$ cat src/rtl/spi_reg_pkg.sv
// Shared constants and state type for the SPI register bridge.
package spi_reg_pkg;

  localparam int DEF_ADDR_W      = 7;
  localparam int DEF_BYTE_CNT_W  = 8;
  localparam int CMD_RD_BIT      = 7;
  localparam logic [7:0] DEF_IDLE_RESP = 8'hA5;

  typedef enum logic [2:0] {
    S_CMD    = 3'd0,
    S_WR     = 3'd1,
    S_RD_REQ = 3'd2,
    S_RD_CAP = 3'd3,
    S_RD     = 3'd4
  } state_t;

endpackage

$ cat src/rtl/cs_sync_edge.sv
// Chip-select synchronizer with rise/fall pulse outputs.
// All stages reset to 1 so a frame already in progress at reset release
// is seen as a fresh falling edge.
module cs_sync_edge (
  input  logic clk,
  input  logic rst_n,
  input  logic cs_n,
  output logic rise,
  output logic fall
);

  logic sync_q1, sync_q2, prev_q;

  // two-stage synchronizer plus a delayed copy for edge detection
  always_ff @(posedge clk or negedge rst_n) begin
    if (!rst_n) begin
      sync_q1 <= 1'b1;
      sync_q2 <= 1'b1;
      prev_q  <= 1'b1;
    end else begin
      sync_q1 <= cs_n;
      sync_q2 <= sync_q1;
      prev_q  <= sync_q2;
    end
  end

  assign rise = sync_q2 & ~prev_q;
  assign fall = ~sync_q2 & prev_q;

endmodule

$ cat src/rtl/spi_slave_reg_bridge.sv
// Turns the SPI driver's received byte stream into burst register accesses.
// First byte of a frame is the command (bit7 = read, bits[6:0] = start address).
//
// state    | meaning
// S_CMD    | waiting for command byte
// S_WR     | each received byte becomes a write, address auto-increments
// S_RD_REQ | read strobe issued at reg_addr
// S_RD_CAP | read data captured into response_data
// S_RD     | waiting for next byte slot, then prefetch next address
module spi_slave_reg_bridge
  import spi_reg_pkg::*;
#(
  parameter logic [7:0] IDLE_RESP  = DEF_IDLE_RESP,
  parameter int         ADDR_W     = DEF_ADDR_W,
  parameter int         BYTE_CNT_W = DEF_BYTE_CNT_W
) (
  input  logic                  clk,
  input  logic                  rst_n,
  input  logic [7:0]            rec_data,
  input  logic                  rec_done,
  input  logic                  cs_n,
  output logic [7:0]            response_data,
  output logic [ADDR_W-1:0]     reg_addr,
  output logic [7:0]            reg_wdata,
  output logic                  reg_wr_en,
  output logic                  reg_rd_en,
  input  logic [7:0]            reg_rdata,
  output logic                  frame_active,
  output logic                  frame_done,
  output logic [BYTE_CNT_W-1:0] byte_cnt
);

  localparam logic [ADDR_W-1:0]     ADDR_ONE = ADDR_W'(1);
  localparam logic [BYTE_CNT_W-1:0] CNT_ONE  = BYTE_CNT_W'(1);
  localparam logic [BYTE_CNT_W-1:0] CNT_MAX  = '1;

  state_t state, state_nx;
  logic   cs_rise, cs_fall;
  logic   byte_valid;
  logic   is_rd_cmd;

  cs_sync_edge u_cs_sync (
    .clk   (clk),
    .rst_n (rst_n),
    .cs_n  (cs_n),
    .rise  (cs_rise),
    .fall  (cs_fall)
  );

  // bytes arriving outside a frame are stray and ignored everywhere
  assign byte_valid = rec_done & frame_active;
  assign is_rd_cmd  = rec_data[CMD_RD_BIT];

  // frame tracking and saturating byte counter
  always_ff @(posedge clk or negedge rst_n) begin
    if (!rst_n) begin
      frame_active <= 1'b0;
      frame_done   <= 1'b0;
      byte_cnt     <= '0;
    end else begin
      frame_done <= cs_rise;
      if (cs_fall) begin
        frame_active <= 1'b1;
        byte_cnt     <= '0;
      end else begin
        if (cs_rise)
          frame_active <= 1'b0;
        if (byte_valid && byte_cnt != CNT_MAX)
          byte_cnt <= byte_cnt + CNT_ONE;
      end
    end
  end

  // state register
  always_ff @(posedge clk or negedge rst_n) begin
    if (!rst_n)
      state <= S_CMD;
    else
      state <= state_nx;
  end

  // next state and read strobe; frame end always returns to command decode
  always_comb begin
    state_nx  = state;
    reg_rd_en = 1'b0;
    case (state)
      S_CMD:    if (byte_valid) state_nx = is_rd_cmd ? S_RD_REQ : S_WR;
      S_WR:     state_nx = S_WR;
      S_RD_REQ: begin
        reg_rd_en = 1'b1;
        state_nx  = S_RD_CAP;
      end
      S_RD_CAP: state_nx = S_RD;
      S_RD:     if (byte_valid) state_nx = S_RD_REQ;
      default:  state_nx = S_CMD;
    endcase
    if (cs_rise)
      state_nx = S_CMD;
  end

  // register bus address/data and MISO response byte
  always_ff @(posedge clk or negedge rst_n) begin
    if (!rst_n) begin
      reg_addr      <= '0;
      reg_wdata     <= '0;
      reg_wr_en     <= 1'b0;
      response_data <= IDLE_RESP;
    end else begin
      reg_wr_en <= 1'b0;
      // address advances the cycle after each write strobe
      if (reg_wr_en)
        reg_addr <= reg_addr + ADDR_ONE;
      if (byte_valid) begin
        case (state)
          S_CMD: reg_addr <= rec_data[ADDR_W-1:0];
          S_WR: begin
            reg_wr_en <= 1'b1;
            reg_wdata <= rec_data;
          end
          S_RD:  reg_addr <= reg_addr + ADDR_ONE;
          default: ;
        endcase
      end
      if (state == S_RD_CAP)
        response_data <= reg_rdata;
      // an aborted read must not leak its data into the next frame
      if (cs_rise)
        response_data <= IDLE_RESP;
    end
  end

endmodule

$ cat config.mk
export PLATFORM = sky130hd
export DESIGN_NAME = spi_slave_reg_bridge
export DESIGN_NICKNAME = d
export VERILOG_FILES = /design/src/rtl/spi_reg_pkg.sv /design/src/rtl/cs_sync_edge.sv /design/src/rtl/spi_slave_reg_bridge.sv
export SDC_FILE = /design/constraint.sdc
export NUM_CORES = 1
export LEC_CHECK = 0
export ABC_AREA = 1
export CORE_UTILIZATION = 53
export CTS_BUF_LIST = sky130_fd_sc_hd__clkbuf_4 sky130_fd_sc_hd__clkbuf_8
export CTS_CLUSTER_DIAMETER = 100
export DETAILED_ROUTE_END_ITERATION = 10
export PLACE_DENSITY_LB_ADDON = 0.25
export SETUP_SLACK_MARGIN = 0.4
export SLEW_MARGIN = 20
export SYNTH_ARGS = -nofsm -noshare
export SYNTH_HDL_FRONTEND = slang
export SYNTH_SLANG_ARGS = --single-unit
$ cat constraint.sdc
create_clock -name clk -period 2.2 [get_ports clk]
set_input_delay 0.44 -clock clk [delete_from_list [all_inputs] [get_ports clk]]
set_output_delay 0.44 -clock clk [all_outputs]
set_load 0.02 [all_outputs]
---- Yosys cells after proc, flatten, opt, wreduce, memory -nomap -nowiden ----
Index checks and enable logic that the tools add are counted.
word-level totals
  bits in registers ....................... 40
  logic and storage cells ................. 49
  input port bits ......................... 20
  output and inout port bits .............. 35
operators by class
  reduce and logical (&&, ||, !) cells .... 7
  $add $sub $neg .......................... 2
  bitwise gates (word level) .............. 5
  muxes and demuxes ....................... 17
  equal/unequal tests ..................... 7
operators by type and width
  cell                 count
  $mux 8               4
  $pmux 3 s5           1
  $mux 7               2
  $pmux 7 s2           1
  $mux 3               3
  $add 8x1->8 const B  1
  $ne 8x8->1 const B   1
  $add 7x1->7 const B  1
  $eq 3x2->1 const B   2
  $ne 3x3->1 const B   2
  $reduce_bool 2->1    3
  $mux 1               5
  $reduce_and 2->1     2
  $and 1x1->1          3
  $eq 3x1->1 const B   1
  $eq 3x3->1 const B   1
  $logic_not 3->1      1
  $mux 2               1
  $not 1->1            2
  $logic_and 1x1->1    1

---- Longest topological paths before layout ----
  depth after elaboration ................. 4
  depth in mapped cells ................... 9
  mapped depth without buffers ............ 9

---- Modules after synthesis ----
Synthesis repeated with hierarchy kept, for this count alone.
unflattened totals
  cell total of the unflattened synthesis .. 240
  area, all modules ....................... 2025.7 µm²
by module, submodules not included
  module                seq. area each (µm²)  area each (µm²)  instances  cells each
  spi_slave_reg_bridge  930.9                 1931.9           1          233
  cs_sync_edge          78.8                  93.8             1          7

---- Worst setup path before layout ----
No wires, ideal clock.
  kind .................................... flip-flop to flip-flop
  start ................................... register byte_cnt[0]
  end ..................................... register byte_cnt[6]
  clock period less this slack ............ 1.479 ns
  arrival ................................. 1.353 ns
  path buffers ............................ 1
  slack ................................... 0.721 ns
  library setup time ...................... 0.126 ns
  data required time ...................... 2.074 ns
  cell stages (with the launch flop) ...... 9
  cells stage by stage .................... dfrtp_1 -> ha_1 -> nand2_1 -> nor2_1 -> a21oi_2 -> nor2_4 -> buf_6 -> nand2_1 -> o21ai_0
between the ends
  longest elaborated chain between the ends .. 3
  elaborated cells on any way between the ends .. 6
  classes of those cells .................. add/sub (1); eq/ne (1); mux (2); reduce/logical (2)
RTL lines
  what                                         line                                                    source
  from (decl)                                  spi_slave_reg_bridge.sv:30                              output logic [BYTE_CNT_W-1:0] byte_cnt
  from (signal assigned)                       spi_slave_reg_bridge.sv:69                              byte_cnt <= byte_cnt + CNT_ONE;
  $add 8x1->8 or $ne 8x8->1 (tied branches)    spi_slave_reg_bridge.sv:69, spi_slave_reg_bridge.sv:68
  $mux 8 or $logic_and 1x1->1 (tied branches)  spi_slave_reg_bridge.sv:68                              if (byte_valid && byte_cnt != CNT_MAX)
  $mux 8 or $reduce_bool 2->1 (tied branches)  --
Parallel ways exist; a longest one is shown, timed or not. The select of a mux whose other input is x is not followed.
A chain may end at the register's enable or synchronous reset.

---- Worst setup path after layout ----
  start ................................... register reg_addr[4]
  end ..................................... output port reg_addr[4]
RTL lines
  what                    line                         source
  from (decl)             spi_slave_reg_bridge.sv:23   output logic [ADDR_W-1:0] reg_addr,
  from (signal assigned)  spi_slave_reg_bridge.sv:112  reg_addr <= reg_addr + ADDR_ONE;
  from (signal assigned)  spi_slave_reg_bridge.sv:115  S_CMD: reg_addr <= rec_data[ADDR_W-1:0];
  from (signal assigned)  spi_slave_reg_bridge.sv:120  S_RD: reg_addr <= reg_addr + ADDR_ONE;
No word-level cell between the ends.

==> results.toml <==
[power]
p_total_mw = 2.91
p_leak_nw = 1.45
powerDensity_nw_per_um2 = 1090
peakVddDrop_uv = 610

[logic_synthesis]
synth_seq_cells = 40
ys_seq_area_share_pct = 51.1
syn_inst = 239
syn_area_per_cell_um2 = 8.26
post_synth_num_cell_types = 29
synth.largest_area_cell = "dfrtp_1"
synthTopCellsByArea = "dfrtp_1, nand2_1, dfstp_2"
syn_nets = 263
yosys_warnings = 0
synthesis.area_um2 = 1970
netlist.area_leader.share_pct = 41.8

[floorplan]
coreArea_um2 = 3440
fp.dieH_um = 63.0
rows = 21
die_w_um = 63.0
die_area_um2 = 3970
start_util_pct = 57.4
ioPinCount = 55

[layout]
final_cells = 347
drive_gt1_share_pct = 8.31
final_core_util_pct = 77.5
antenna_cells = 0
multi_input_area_um2 = 821
nFillCells = 247
regArea_um2 = 1010
nets = 324
area_growth_pct = 35.2

[detailed_routing]
drt_first_pass_iters = 5
top_layer_used = "met4"
drc = 0
wl_met2_um = 2140
drt_iter0_markers = 77
num_vias = 1766
wl_met1_um = 1900
met3WireLength_um = 189
avgRoutedWirePerCell_um = 12.3
antenna_left = 0
routed_wl_um = 4280
viasPerCell = 5.09

[sta]
fmax_ghz = 0.576
skew_ns = 0.0122
drv_slew = 0
rsz0062_at_grt = "no"
setup_tns_ns = 0
report.final.setup_viol = 0
finalHoldViolCount = 0
max_slew.worst_pin.slew_ns = 0.419
fin_crit_sh_pct = 78.9
slew_headroom_pct = 72.1
setup_ws_ns = 0.464
min_period_ns = 1.74

[critical_path]
cp_slowest_cell = "clkdlybuf4s50_1"
crit_type = "flip-flop to output port"
critPathMaxFanout = 4
crit_cells = 1
cp-start-kind = "flip-flop"
worst_r2r_startpoint = "u_cs_sync.prev_q$_DFF_PN1_"
worstPathCellList = "clkdlybuf4s50_1"
r2r_cells = 5
critPathTopFamily = "buffers and inverters"
path_buf_inv = 1
cp.required_ns = 1.76
r2r_slack_ns = 0.57
worstPathArrival_ns = 1.30
slowest_delay_ns = 0.61
worstSetupEndpointType = "output port"
timing.rr.end = "response_data[5]$_DFFE_PN1P_"

[place]
portBuffers = 54
dp.cells = 339
gp_congestion = 0.815
post-place-ws_ns = 0.345
place_hpwl_um = 3240

[cts]
tritoncts = "yes"
clock_latency_ns = 0.29
cts.sinks = 40
clockBufferDepth = 2
cts_made_buffers = 5
post-cts-setup-buffers = 0
clk_pin_slew_ns = 0.08
clock_tree.root_cell = "clkbuf_8"
htreeDepth = 2

[global_routing]
overflow = 0
grt_pass1_vias = 1700
grt_usage_pct = 23.8
grt_max_degree = 20
grt_pass1_wl_um = 7330
antenna_found_initial = 0

[worst_hold_path]
min-delay-path-class = "input pin to async pin"

[run_status]
status = "finished clean"

[run]
drv_cap = 0
## synthesized netlist by cell type (all sizes together)
| library cell | number |
|---|---|
| a21oi | 7 |
| a22o | 4 |
| a22oi | 1 |
| buf | 2 |
| clkbuf | 1 |
| clkinv | 1 |
| dfrtp | 33 |
| dfstp | 7 |
| ha | 4 |
| inv | 32 |
| nand2 | 78 |
| nand3 | 21 |
| nand3b | 1 |
| nand4 | 1 |
| nor2 | 14 |
| o21a | 1 |
| o21ai | 16 |
| o21bai | 3 |
| o22a | 4 |
| o22ai | 2 |
| o31ai | 1 |
| or2 | 1 |
| xnor2 | 1 |
| xor2 | 3 |
## stage by stage
step	area (um2)	hold slack (ns)
3_5_place_dp	2570	0.351
2_1_floorplan	1970	0.144
4_1_cts	2650	0.0756
3_3_place_gp	2570	0.348
5_1_grt	2670	0.0973
6_report	2670	0.0682
## cell type report
cell class              count  share of cell area (%)
inverters                  33                    4.64
clock buffers               7                    3.14
flip-flops and latches     40                    37.8
multi-input cells         163                    30.8
clock inverters             1                   0.188
repair buffers             57                    21.3
well taps                  46                    2.16
## metal layers
layer | GRT usage [%] | vias up
met5 | 0 | -
met4 | 7.56 | 0
met3 | 6.20 | 5
met2 | 39.8 | 37
met1 | 30.0 | 833
li1 | - | 891
## placed cells by master, fill, tap and decap left out
| cell type | synthesis | layout |
|---|---|---|
| nand4_1 | 1 | 1 |
| xnor2_1 | 1 | 1 |
| nand3_1 | 21 | 21 |
| dlymetal6s2s_1 | 0 | 8 |
| a21oi_2 | 1 | 1 |
| dlygate4sd2_1 | 0 | 8 |
| o21bai_1 | 3 | 3 |
| o21ai_1 | 1 | 1 |
| clkdlybuf4s15_1 | 0 | 1 |
| nor2_1 | 13 | 13 |
| o31ai_1 | 1 | 1 |
| o21a_1 | 1 | 1 |
| clkbuf_4 | 0 | 2 |
| buf_2 | 1 | 1 |
| o22ai_1 | 2 | 2 |
| buf_4 | 0 | 3 |
| dfstp_2 | 7 | 7 |
| o22a_1 | 4 | 4 |
| dfrtp_1 | 33 | 33 |
| nand3b_1 | 1 | 1 |
| o21ai_2 | 3 | 3 |
| clkbuf_8 | 0 | 5 |
| clkinv_2 | 0 | 1 |
| ha_1 | 4 | 4 |
| o21ai_0 | 12 | 12 |
| clkinv_1 | 1 | 1 |
| xor2_1 | 3 | 3 |
| a22o_1 | 4 | 4 |
| a21oi_1 | 6 | 6 |
| a22oi_1 | 1 | 1 |
| or2_2 | 1 | 1 |
| nor2_4 | 1 | 1 |
| nand2_1 | 78 | 78 |
| clkdlybuf4s50_1 | 0 | 36 |
| inv_1 | 32 | 32 |
## where the power goes
group	switching [mW]	internal [mW]	total (mW)	leakage [nW]
clock network	0.231	0.247	0.478	0.0491
logic	0.726	0.570	1.30	0.894
registers	0.174	0.962	1.14	0.507
total	1.13	1.78	2.91	1.45
## flip-flops by register name, indices dropped and copies added, names as in the netlist
register	cells
byte_cnt	8
reg_wdata	8
response_data	8
reg_addr	7
state	3
frame_active	1
frame_done	1
reg_wr_en	1
u_cs_sync.prev_q	1
u_cs_sync.sync_q1	1
u_cs_sync.sync_q2	1
## kinds of logic (layout without fill, tap and decap cells)
logic type               Yosys count  after routing  share of synthesized area (%)
AND/OR/NAND/NOR                  116            116                           24.2
flip-flops                        40             40                           51.1
AO/OA/AOI/OAI                     39             39                           13.1
buffers and inverters             36             98                           7.29
adder cells (fa/ha/maj)            4              4                           2.53
XOR/XNOR                           4              4                           1.77
## timing repair
action                                  4_1_cts  5_1_grt
endpoints found under the setup margin        9        9
hold buffers                                  0        0
gates resized for setup                       9        9
cloned                                        0        0
## worst max path at each step
stage                                  startpoint                        to
after global routing         state[2]$_DFFE_PN0P_                 reg_rd_en
after CTS                   reg_addr[1]$_DFF_PN0_               reg_addr[1]
final                       reg_addr[4]$_DFF_PN0_               reg_addr[4]
after floorplan           byte_cnt[0]$_DFFE_PN0P_   byte_cnt[6]$_DFFE_PN0P_
after global placement                   rec_done  reg_wdata[0]$_DFFE_PN0P_
after detailed placement                 rec_done  reg_wdata[1]$_DFFE_PN0P_
Power figures use the tool's default switching activity.
